[config.mk]
export PLATFORM = sky130hd
export DESIGN_NAME = occ_extend_engine
export DESIGN_NICKNAME = d
export VERILOG_FILES = /design/src/rtl/accel_defs.sv /design/src/rtl/occ_block_counter.sv /design/src/rtl/occ_extend_engine.sv
export SDC_FILE = /design/constraint.sdc
export NUM_CORES = 1
export LEC_CHECK = 0
export CAP_MARGIN = 20
export CORE_MARGIN = 2
export CORE_UTILIZATION = 30
export DETAILED_ROUTE_END_ITERATION = 10
export SLEW_MARGIN = 25
export SYNTH_ARGS = -nofsm -noshare
export SYNTH_HDL_FRONTEND = slang
export SYNTH_SLANG_ARGS = --single-unit
[constraint.sdc]
create_clock -name clk -period 9.7 [get_ports clk]
set_input_delay 0.97 -clock clk [delete_from_list [all_inputs] [get_ports clk]]
set_output_delay 0.97 -clock clk [all_outputs]
set_load 0.005 [all_outputs]
[src/rtl/accel_defs.sv]
// Shared definitions for the FM-index backward-extension engine:
// base codes, controller state codes and Occ word field offsets.
package accel_defs;

    // 2-bit base encodings as stored in the BWT part of an Occ word
    localparam logic [1:0] BASE_A = 2'd0;
    localparam logic [1:0] BASE_C = 2'd1;
    localparam logic [1:0] BASE_G = 2'd2;
    localparam logic [1:0] BASE_T = 2'd3;

    // Controller state codes
    localparam logic [2:0] ST_IDLE   = 3'd0;
    localparam logic [2:0] ST_RD_K   = 3'd1;
    localparam logic [2:0] ST_WAIT_K = 3'd2;
    localparam logic [2:0] ST_RD_L   = 3'd3;
    localparam logic [2:0] ST_WAIT_L = 3'd4;
    localparam logic [2:0] ST_CALC   = 3'd5;
    localparam logic [2:0] ST_RSP    = 3'd6;

    // LSB of checkpoint count cp[a]; checkpoints sit above the 2*BLK base bits
    function automatic int cp_lsb(input int blk, input int idx_w, input int a);
        return 2 * blk + idx_w * a;
    endfunction

    // LSB of the base stored at in-block position p
    function automatic int base_lsb(input int p);
        return 2 * p;
    endfunction

endpackage

[src/rtl/occ_block_counter.sv]
// Combinational Occ evaluator for one checkpointed block: for each base,
// checkpoint count plus the number of matching bases at positions 0..offset.
module occ_block_counter
    import accel_defs::*;
#(
    parameter int IDX_W    = 8,
    parameter int LOG2_BLK = 4
) (
    input  logic [4*IDX_W+2*(1<<LOG2_BLK)-1:0] word_i,
    input  logic [LOG2_BLK-1:0]                offset_i,
    output logic [4*(IDX_W+1)-1:0]             occ_o
);

    localparam int BLK   = 1 << LOG2_BLK;
    localparam int CNT_W = LOG2_BLK + 1;
    localparam int OW    = IDX_W + 1;

    genvar gi;
    generate
        for (gi = 0; gi < 4; gi++) begin : g_lane
            // Base code handled by this lane
            localparam logic [1:0] LANE_CODE = (gi == 0) ? BASE_A :
                                               (gi == 1) ? BASE_C :
                                               (gi == 2) ? BASE_G : BASE_T;

            logic [CNT_W-1:0] cnt;
            logic [IDX_W-1:0] cp;

            assign cp = word_i[cp_lsb(BLK, IDX_W, gi) +: IDX_W];

            // Masked prefix popcount: matching bases at positions 0..offset inclusive
            always_comb begin
                cnt = '0;
                for (int p = 0; p < BLK; p++) begin
                    if ((LOG2_BLK'(p) <= offset_i) &&
                        (word_i[base_lsb(p) +: 2] == LANE_CODE)) begin
                        cnt = cnt + CNT_W'(1);
                    end
                end
            end

            // One extra bit: checkpoint plus a full block can exceed IDX_W bits
            assign occ_o[gi*OW +: OW] = {1'b0, cp} + OW'(cnt);
        end
    endgenerate

endmodule

[src/rtl/occ_extend_engine.sv]
// FM-index backward-extension engine. One request (k,l) yields the extended
// intervals for all four bases: k'[a]=C[a]+Occ(a,k-1)+1, l'[a]=C[a]+Occ(a,l).
// Occ blocks come from a fixed-latency ROM; when k-1 and l fall in the same
// block a single read serves both ends.
module occ_extend_engine
    import accel_defs::*;
#(
    parameter int IDX_W    = 8,
    parameter int LOG2_BLK = 4,
    parameter int TAG_W    = 12,
    parameter int MEM_LAT  = 1
) (
    input  logic                                clk,
    input  logic                                rst,
    input  logic                                req_valid_i,
    output logic                                req_ready_o,
    input  logic [IDX_W-1:0]                    req_k_i,
    input  logic [IDX_W-1:0]                    req_l_i,
    input  logic [TAG_W-1:0]                    req_tag_i,
    input  logic [4*IDX_W-1:0]                  c_table_i,
    output logic                                mem_ce_o,
    output logic [IDX_W-LOG2_BLK-1:0]           mem_addr_o,
    input  logic [4*IDX_W+2*(1<<LOG2_BLK)-1:0]  mem_data_i,
    output logic                                rsp_valid_o,
    input  logic                                rsp_ready_i,
    output logic [TAG_W-1:0]                    rsp_tag_o,
    output logic [4*IDX_W-1:0]                  rsp_k_o,
    output logic [4*IDX_W-1:0]                  rsp_l_o,
    output logic [3:0]                          rsp_empty_o,
    output logic [3:0]                          rsp_ovf_o,
    output logic                                busy_o
);

    localparam int AW = IDX_W - LOG2_BLK;
    localparam int OW = IDX_W + 1;
    localparam int SW = IDX_W + 2;
    localparam logic [SW-1:0] MAX_VAL = SW'((1 << IDX_W) - 1);

    // Controller state
    logic [2:0]         state_q, state_d;
    logic [IDX_W-1:0]   k_q, l_q;
    logic [TAG_W-1:0]   tag_q;
    logic [1:0]         wait_cnt_q;
    logic [AW-1:0]      addr_q;

    // Captured Occ counts per lane
    logic [4*OW-1:0]    occ_k_q, occ_l_q;
    logic [4*OW-1:0]    occ_k_w, occ_l_w;

    // Registered results
    logic [4*IDX_W-1:0] rsp_k_q, rsp_k_d;
    logic [4*IDX_W-1:0] rsp_l_q, rsp_l_d;
    logic [3:0]         empty_q, empty_d;
    logic [3:0]         ovf_q, ovf_d;

    // Helpers
    logic [IDX_W-1:0]   km1;
    logic [AW-1:0]      blk_km1, blk_l, req_blk_km1;
    logic               same_blk, last_wait, req_fire, in_wait;

    assign km1         = k_q - IDX_W'(1);
    assign blk_km1     = km1[IDX_W-1:LOG2_BLK];
    assign blk_l       = l_q[IDX_W-1:LOG2_BLK];
    assign req_blk_km1 = AW'((req_k_i - IDX_W'(1)) >> LOG2_BLK);
    assign same_blk    = (blk_km1 == blk_l);
    assign last_wait   = (wait_cnt_q == 2'(MEM_LAT - 1));
    assign in_wait     = (state_q == ST_WAIT_K) || (state_q == ST_WAIT_L);
    assign req_fire    = req_valid_i && (state_q == ST_IDLE);

    // Both ends of the interval are evaluated against whatever word the ROM returns;
    // the controller decides which result is kept.
    occ_block_counter #(
        .IDX_W    (IDX_W),
        .LOG2_BLK (LOG2_BLK)
    ) u_cnt_k (
        .word_i   (mem_data_i),
        .offset_i (km1[LOG2_BLK-1:0]),
        .occ_o    (occ_k_w)
    );

    occ_block_counter #(
        .IDX_W    (IDX_W),
        .LOG2_BLK (LOG2_BLK)
    ) u_cnt_l (
        .word_i   (mem_data_i),
        .offset_i (l_q[LOG2_BLK-1:0]),
        .occ_o    (occ_l_w)
    );

    // Next-state logic: k==0 skips the k-1 read, a same-block hit skips the l read
    always_comb begin
        state_d = state_q;
        case (state_q)
            ST_IDLE:   if (req_fire) state_d = (req_k_i == '0) ? ST_RD_L : ST_RD_K;
            ST_RD_K:   state_d = ST_WAIT_K;
            ST_WAIT_K: if (last_wait) state_d = same_blk ? ST_CALC : ST_RD_L;
            ST_RD_L:   state_d = ST_WAIT_L;
            ST_WAIT_L: if (last_wait) state_d = ST_CALC;
            ST_CALC:   state_d = ST_RSP;
            ST_RSP:    if (rsp_ready_i) state_d = ST_IDLE;
            default:   state_d = ST_IDLE;
        endcase
    end

    // Control registers: state, latched request, ROM address, wait counter
    always_ff @(posedge clk or posedge rst) begin
        if (rst) begin
            state_q    <= ST_IDLE;
            k_q        <= '0;
            l_q        <= '0;
            tag_q      <= '0;
            addr_q     <= '0;
            wait_cnt_q <= '0;
        end else begin
            state_q <= state_d;
            if (req_fire) begin
                k_q    <= req_k_i;
                l_q    <= req_l_i;
                tag_q  <= req_tag_i;
                addr_q <= (req_k_i == '0) ? req_l_i[IDX_W-1:LOG2_BLK] : req_blk_km1;
            end else if ((state_q == ST_WAIT_K) && last_wait && !same_blk) begin
                addr_q <= blk_l;
            end
            if (in_wait && !last_wait) begin
                wait_cnt_q <= wait_cnt_q + 2'd1;
            end else begin
                wait_cnt_q <= '0;
            end
        end
    end

    // Occ capture: only on the last wait cycle, when the ROM word is valid
    always_ff @(posedge clk or posedge rst) begin
        if (rst) begin
            occ_k_q <= '0;
            occ_l_q <= '0;
        end else begin
            if (req_fire) begin
                occ_k_q <= '0;              // Occ(a,-1) = 0 when k == 0
            end
            if ((state_q == ST_WAIT_K) && last_wait) begin
                occ_k_q <= occ_k_w;
                if (same_blk) begin
                    occ_l_q <= occ_l_w;
                end
            end
            if ((state_q == ST_WAIT_L) && last_wait) begin
                occ_l_q <= occ_l_w;
            end
        end
    end

    genvar gi;
    generate
        for (gi = 0; gi < 4; gi++) begin : g_calc
            logic [SW-1:0] c_ext, sum_k, sum_l;

            assign c_ext = SW'(c_table_i[gi*IDX_W +: IDX_W]);
            assign sum_k = c_ext + SW'(occ_k_q[gi*OW +: OW]) + SW'(1);
            assign sum_l = c_ext + SW'(occ_l_q[gi*OW +: OW]);

            // Emptiness uses the unsaturated sums so saturation cannot hide it
            assign empty_d[gi] = (sum_k > sum_l);
            assign ovf_d[gi]   = (sum_k > MAX_VAL) || (sum_l > MAX_VAL);
            assign rsp_k_d[gi*IDX_W +: IDX_W] = (sum_k > MAX_VAL) ? {IDX_W{1'b1}} : sum_k[IDX_W-1:0];
            assign rsp_l_d[gi*IDX_W +: IDX_W] = (sum_l > MAX_VAL) ? {IDX_W{1'b1}} : sum_l[IDX_W-1:0];
        end
    endgenerate

    // Result registers: loaded once in CALC and held through the response phase
    always_ff @(posedge clk or posedge rst) begin
        if (rst) begin
            rsp_k_q <= '0;
            rsp_l_q <= '0;
            empty_q <= '0;
            ovf_q   <= '0;
        end else if (state_q == ST_CALC) begin
            rsp_k_q <= rsp_k_d;
            rsp_l_q <= rsp_l_d;
            empty_q <= empty_d;
            ovf_q   <= ovf_d;
        end
    end

    // Ready is masked by reset so every output reads zero while reset is held
    assign req_ready_o = (state_q == ST_IDLE) && !rst;
    assign busy_o      = (state_q != ST_IDLE);
    assign mem_ce_o    = (state_q == ST_RD_K) || (state_q == ST_RD_L);
    assign mem_addr_o  = addr_q;
    assign rsp_valid_o = (state_q == ST_RSP);
    assign rsp_tag_o   = tag_q;
    assign rsp_k_o     = rsp_k_q;
    assign rsp_l_o     = rsp_l_q;
    assign rsp_empty_o = empty_q;
    assign rsp_ovf_o   = ovf_q;

endmodule

* Word-level counts from Yosys, hierarchy flattened
Cells that the tools add are included. Widths: inputs -> output; s select.
Cells by class: $add $sub $neg 143, magnitude comparators 44, eq/ne operators 59, mux-type cells 152, reduce and logical (&&, ||, !) cells 169
Operators by type and width (count):
- $mux 5 | 120
- $add 5x1->5 const B | 112
- $mux 36 | 5
- $logic_and 1x1->1 | 134
- $add 8x9->10 | 8
- $gt 10x8->1 const B | 8
- $add 8x5->9 | 8
- $eq 2x2->1 const B | 32
- $le 4x4->1 const A | 16
- $mux 8 | 8
- $add 10x1->10 const B | 4
- $gt 10x10->1 | 4
- $logic_not 2->1 | 17
- $eq 2x1->1 const B | 16
- $le 3x4->1 const A | 8
- $pmux 3 s7 | 1
- $add 1x1->2 const B | 8
- $le 1x4->1 const A | 4
- $le 2x4->1 const A | 4
- $sub 8x1->8 const B | 2
- $mux 3 | 5
- $mux 4 | 3
- $eq 3x3->1 const B | 3
- $logic_not 8->1 | 1
- 15 further kinds | 36
Word-level totals: flip-flop bits (word level) 181, input bits 128, logic and storage cells 579

* Logic depth before layout (Yosys ltp)
depth in word-level cells 37, depth in mapped cells 57, mapped depth without buffers 55

* Modules after synthesis
A second synthesis with hierarchy kept.
Second synthesis, totals: cell total of the unflattened synthesis 3557, area, all modules 28379.7 sq um
Modules (own cells, without submodules):
- occ_extend_engine | instances 1, cells an instance 1124, area an instance 11013.1 sq um, sequential area each 4529.3 sq um
- occ_block_counter at u_cnt_k | instances 1, cells an instance 1208, area an instance 8708.4 sq um, sequential area each 0.0 sq um
- occ_block_counter at u_cnt_l | instances 1, cells an instance 1225, area an instance 8658.3 sq um, sequential area each 0.0 sq um

* Worst setup path before layout
Ideal clock, no wire load.
path kind register -> register, start register l_q[3], end register occ_l_q[33], library setup time 0.133 ns, arrival 10.622 ns, slack -1.055 ns, cell stages (with the launch flop) 58, buffers on the path 2, period minus slack after synthesis 10.755 ns, path through dfrtp_1 > buf_4 > or2_1 > buf_2 > or3_1 > nand3_1 > inv_1 > ha_1 > xor2_1 > inv_1 > ha_1 > mux2i_1 > inv_1 > ha_1 > mux2_2 > ha_1 > nand2_1 > o311ai_0 > [... 22 more ...] > nor2_1 > a31oi_1 > ha_1 > mux2_2 > ha_1 > mux2i_1 > inv_1 > ha_1 > nand2_1 > o21ai_0 > fa_1 > a21oi_1 > nor2_1 > nor2_1 > nor2b_1 > o21ai_0 > xor2_1 > o21ai_0
Between the ends: word-level cells in the longest chain between the ends 37
Ends and longest elaborated chain:
- start: declaration | line occ_extend_engine.sv:41 | logic [IDX_W-1:0] k_q, l_q;
- start signal: assignment | line occ_extend_engine.sv:118 | l_q <= req_l_i;
- $le 1x4->1 | line occ_block_counter.sv:35 | if ((LOG2_BLK'(p) <= offset_i) &&
- $logic_and 1x1->1 | line occ_block_counter.sv:35
- $mux 1 | line occ_block_counter.sv:35
- $add 1x1->2 | line occ_block_counter.sv:37 | cnt = cnt + CNT_W'(1);
- $mux 5 | line occ_block_counter.sv:35
- $add 5x1->5 | line occ_block_counter.sv:37
- $mux 5 | line occ_block_counter.sv:35
- $add 5x1->5 | line occ_block_counter.sv:37
- [... 21 more ...]
- $add 5x1->5 | line occ_block_counter.sv:37
- $mux 5 | line occ_block_counter.sv:35
- $add 5x1->5 | line occ_block_counter.sv:37
- $mux 5 (*) | line occ_block_counter.sv:35
- $add 8x5->9 (*) | line occ_block_counter.sv:43 | assign occ_o[gi*OW +: OW] = {1'b0, cp} + OW'(cnt);
- $mux 36 | line occ_extend_engine.sv:143 | if (same_blk) begin
- $mux 36 | line occ_extend_engine.sv:141 | if ((state_q == ST_WAIT_K) && last_wait) begin
- $mux 36 (*) | line occ_extend_engine.sv:147 | if ((state_q == ST_WAIT_L) && last_wait) begin
- end signal: assignment | line occ_extend_engine.sv:144 | occ_l_q <= occ_l_w;
- end signal: assignment | line occ_extend_engine.sv:148 | occ_l_q <= occ_l_w;
- end: declaration | line occ_extend_engine.sv:47 | logic [4*OW-1:0] occ_k_q, occ_l_q;
Mark *: on every way between the ends. The rest lies on a longest branch, timed or not. The select of a mux whose other input is x is not followed. A chain may end at the register's enable or synchronous reset.

* Worst setup path in the final report
start register l_q[3], end register occ_l_q[22]
Same word-level chain as after synthesis.

==> impl_metrics.tcl <==
set metrics [dict create \
    num_io_pins 220 \
    h-tree-depth 4 \
    worstPathArrival_ps 10190 \
    grt_overflow_total 0 \
    port_buffers 219 \
    clk-insertion-delay-late_ps 490 \
    min_from "wait_cnt_q[0]" \
    die_w_microns 301 \
    period_share_pct 102 \
    start_util_pct 30.4 \
    floorplan.rows 108 \
    min_to "wait_cnt_q[0]" \
    finalNetCount 4419 \
    slowest_delay_ps 440 \
    finalWorstSetupSlack_ps -165 \
    drt_first_pass_iters 5 \
    synth_fp_nets 3750 \
    core_area_sq_um 87000 \
    syn_inst 3331 \
    cap_violations 0 \
    drtAntennaViolNets 0 \
    violations "setup timing" \
    slew_violations 0 \
    timing_hold_violations_final 0 \
    avgViaCountPerCell 5.00 \
    rsz0062_at_grt "true" \
    final-seq-area_sq_um 4530 \
    ys.flop_type "dfrtp_1" \
    worst_pin_slew_ps 1140 \
    via_count 25900 \
    ys_warn_count 0 \
    clock_sinks 181 \
    netlist.area_leader.share_pct 17.1 \
    ys_top_cells_by_count "nand2_1, xnor2_1, ha_1" \
    crit_type "reg2reg" \
    crit_required_ps 10030 \
    r2r_slack_ps -170 \
    syn_avg_cell_area_sq_um 7.93 \
    yosys.area.top_type "dfrtp_1" \
    reg2reg_depth 51 \
    reg2reg_from "l_q[3]" \
    gp_congestion 0.876 \
    wl_per_cell_microns 16.0 \
    hp-class "reg2reg" \
    holdPathStages 1 \
    status "finished with violations" \
    ys_seq_elements 181 \
    synthArstFlopShare_pct 100 \
    track_usage_pct 17.7 \
    multiInputGateArea_sq_um 23000 \
    antenna_found_initial 22 \
    root_buffer "clkbuf_16" \
    area_delta_synth_final_pct 38.4 \
    dp_worst_setup_slack_ps -926 \
    regToRegEndpoint "occ_l_q[22]" \
    die_h_microns 301 \
    cts_buffers 17 \
    grt_pass1_vias 24600 \
    fin_crit_ps 9870 \
    synth_edf_count 0 \
    dieArea_sq_um 90500 \
    drc 0 \
    slew_headroom_pct 23.2 \
    synth_area_leaders "dfrtp_1, ha_1, xnor2_1" \
    ys_seq_area_share_pct 17.1 \
    crit_path_end_kind "flop" \
    synth.most_common_cell "nand2_1" \
    cp-start-kind "flop" \
    cp_max_fo 4 \
    setup_violations 14 \
    fin_skew_ps 27.0 \
    dp_hpwl_mm 66.9 \
    layout-drive-gt1-share_pct 25.6 \
    synth_cell_types 111 \
    cts_tree "built" \
    synth_area_sq_um 26400 \
    fill_cells 8775 \
    path_common_cell "ha_4" \
    clk_pin_slew_ps 90 \
    totalWireLength_mm 82.9 \
    clock_path_buffers 2 \
    timing.fmax_mhz 101 \
    grt_max_degree 105 \
    grt_pass1_wl_mm 130 \
    crit_path_top_delay_cell "or3_4" \
    first_iter_violations 1353 \
]
[worst max-delay path: cells and delay by family, from the launching register on]
| kind | cells | cell delay [ps] |
|---|---|---|
| flip-flops | 1 | 400 |
| multiplexers | 7 | 1750 |
| AND/OR/NAND/NOR | 12 | 1860 |
| XOR/XNOR | 2 | 290 |
| buffers and inverters | 5 | 410 |
| AO/OA/AOI/OAI | 10 | 1330 |
| adder cells (fa/ha/maj) | 15 | 3680 |
[worst max-delay path by stage]
| stage | start | end | cells past startpoint |
|---|---|---|---|
| 6_report | l_q[3] | occ_l_q[22] | 51 |
| 5_1_grt | l_q[3] | occ_l_q[24] | 51 |
| 4_1_cts | l_q[2] | occ_l_q[33] | 54 |
| 3_5_place_dp | mem_data_i[2] | occ_l_q[24] | 51 |
| 3_3_place_gp | mem_data_i[2] | occ_l_q[24] | 51 |
| 2_1_floorplan | l_q[3] | occ_l_q[33] | 57 |
[through the flow]
step	util, %	hold WS (ps)	TNS, ps	cells	area (sq um)
final	42.0	427	-1290	5174	36600
after floorplan	-	403	-2170	3331	27100
after global routing	42.0	470	-15360	5173	36600
after global placement	38.3	414	-26090	5008	33400
after detailed placement	38.4	420	-32740	5008	33400
after CTS	40.1	429	-3310	5120	34900
[layout by cell type (no fill, tap or decap), drive strengths merged, types with 88 or more instances in the layout]
| master | n |
|---|---|
| buf | 543 |
| nand2 | 425 |
| xnor2 | 306 |
| ha | 275 |
| nor2 | 265 |
| clkdlybuf4s50 | 214 |
| o21ai | 187 |
| dfrtp | 181 |
| xor2 | 174 |
| inv | 163 |
| a21oi | 156 |
| nand3 | 129 |
| nor3 | 88 |
[layout make-up]
cell class | count | area share, %
multi-input combinational | 2880 | 63.0
timing repair buffer | 762 | 17.4
sequential | 181 | 12.4
tap | 1155 | 3.95
inverter | 158 | 1.67
clock buffer | 20 | 1.28
clock inverter | 12 | 0.363
antenna | 6 | 0.0411
[sequential cells by signal, summed over array words and instances, names as in the netlist]
| signal | flops |
|---|---|
| k_q | 8 |
| l_q | 8 |
| mem_addr_o | 4 |
| occ_k_q | 36 |
| occ_l_q | 36 |
| rsp_empty_o | 4 |
| rsp_k_o | 32 |
| rsp_l_o | 32 |
| rsp_ovf_o | 4 |
| rsp_tag_o | 12 |
| state_q | 3 |
| wait_cnt_q | 2 |
[cell families after synthesis]
| kind of cell | after synthesis | share of synthesized area, % |
|---|---|---|
| AOI/OAI and AO/OA | 745 | 18.8 |
| xor gates and xnor gates | 511 | 19.8 |
| adders and majority gates | 296 | 14.4 |
| buffers and inverters | 270 | 4.02 |
| DFF | 181 | 17.1 |
| muxes | 73 | 2.96 |
| and+or+nand+nor | 1255 | 22.9 |
[layer usage]
| metal | global-route usage (%) | part of all wire, % |
|---|---|---|
| met1 | 23.5 | 47 |
| met2 | 28.9 | 46 |
| met3 | 3.45 | 4.8 |
| met4 | 5.00 | 2.3 |
| met5 | 0 | 0.23 |
[timing repair]
item	in CTS	in global routing
buffers inserted	81	56
pin swaps	104	225
hold buffers	0	0
gates resized for setup	72	281
endpoints found under the setup margin	40	62
Power is not shown: default switching activity piles up to over one toggle a cycle in this logic, so the estimate is an artifact.
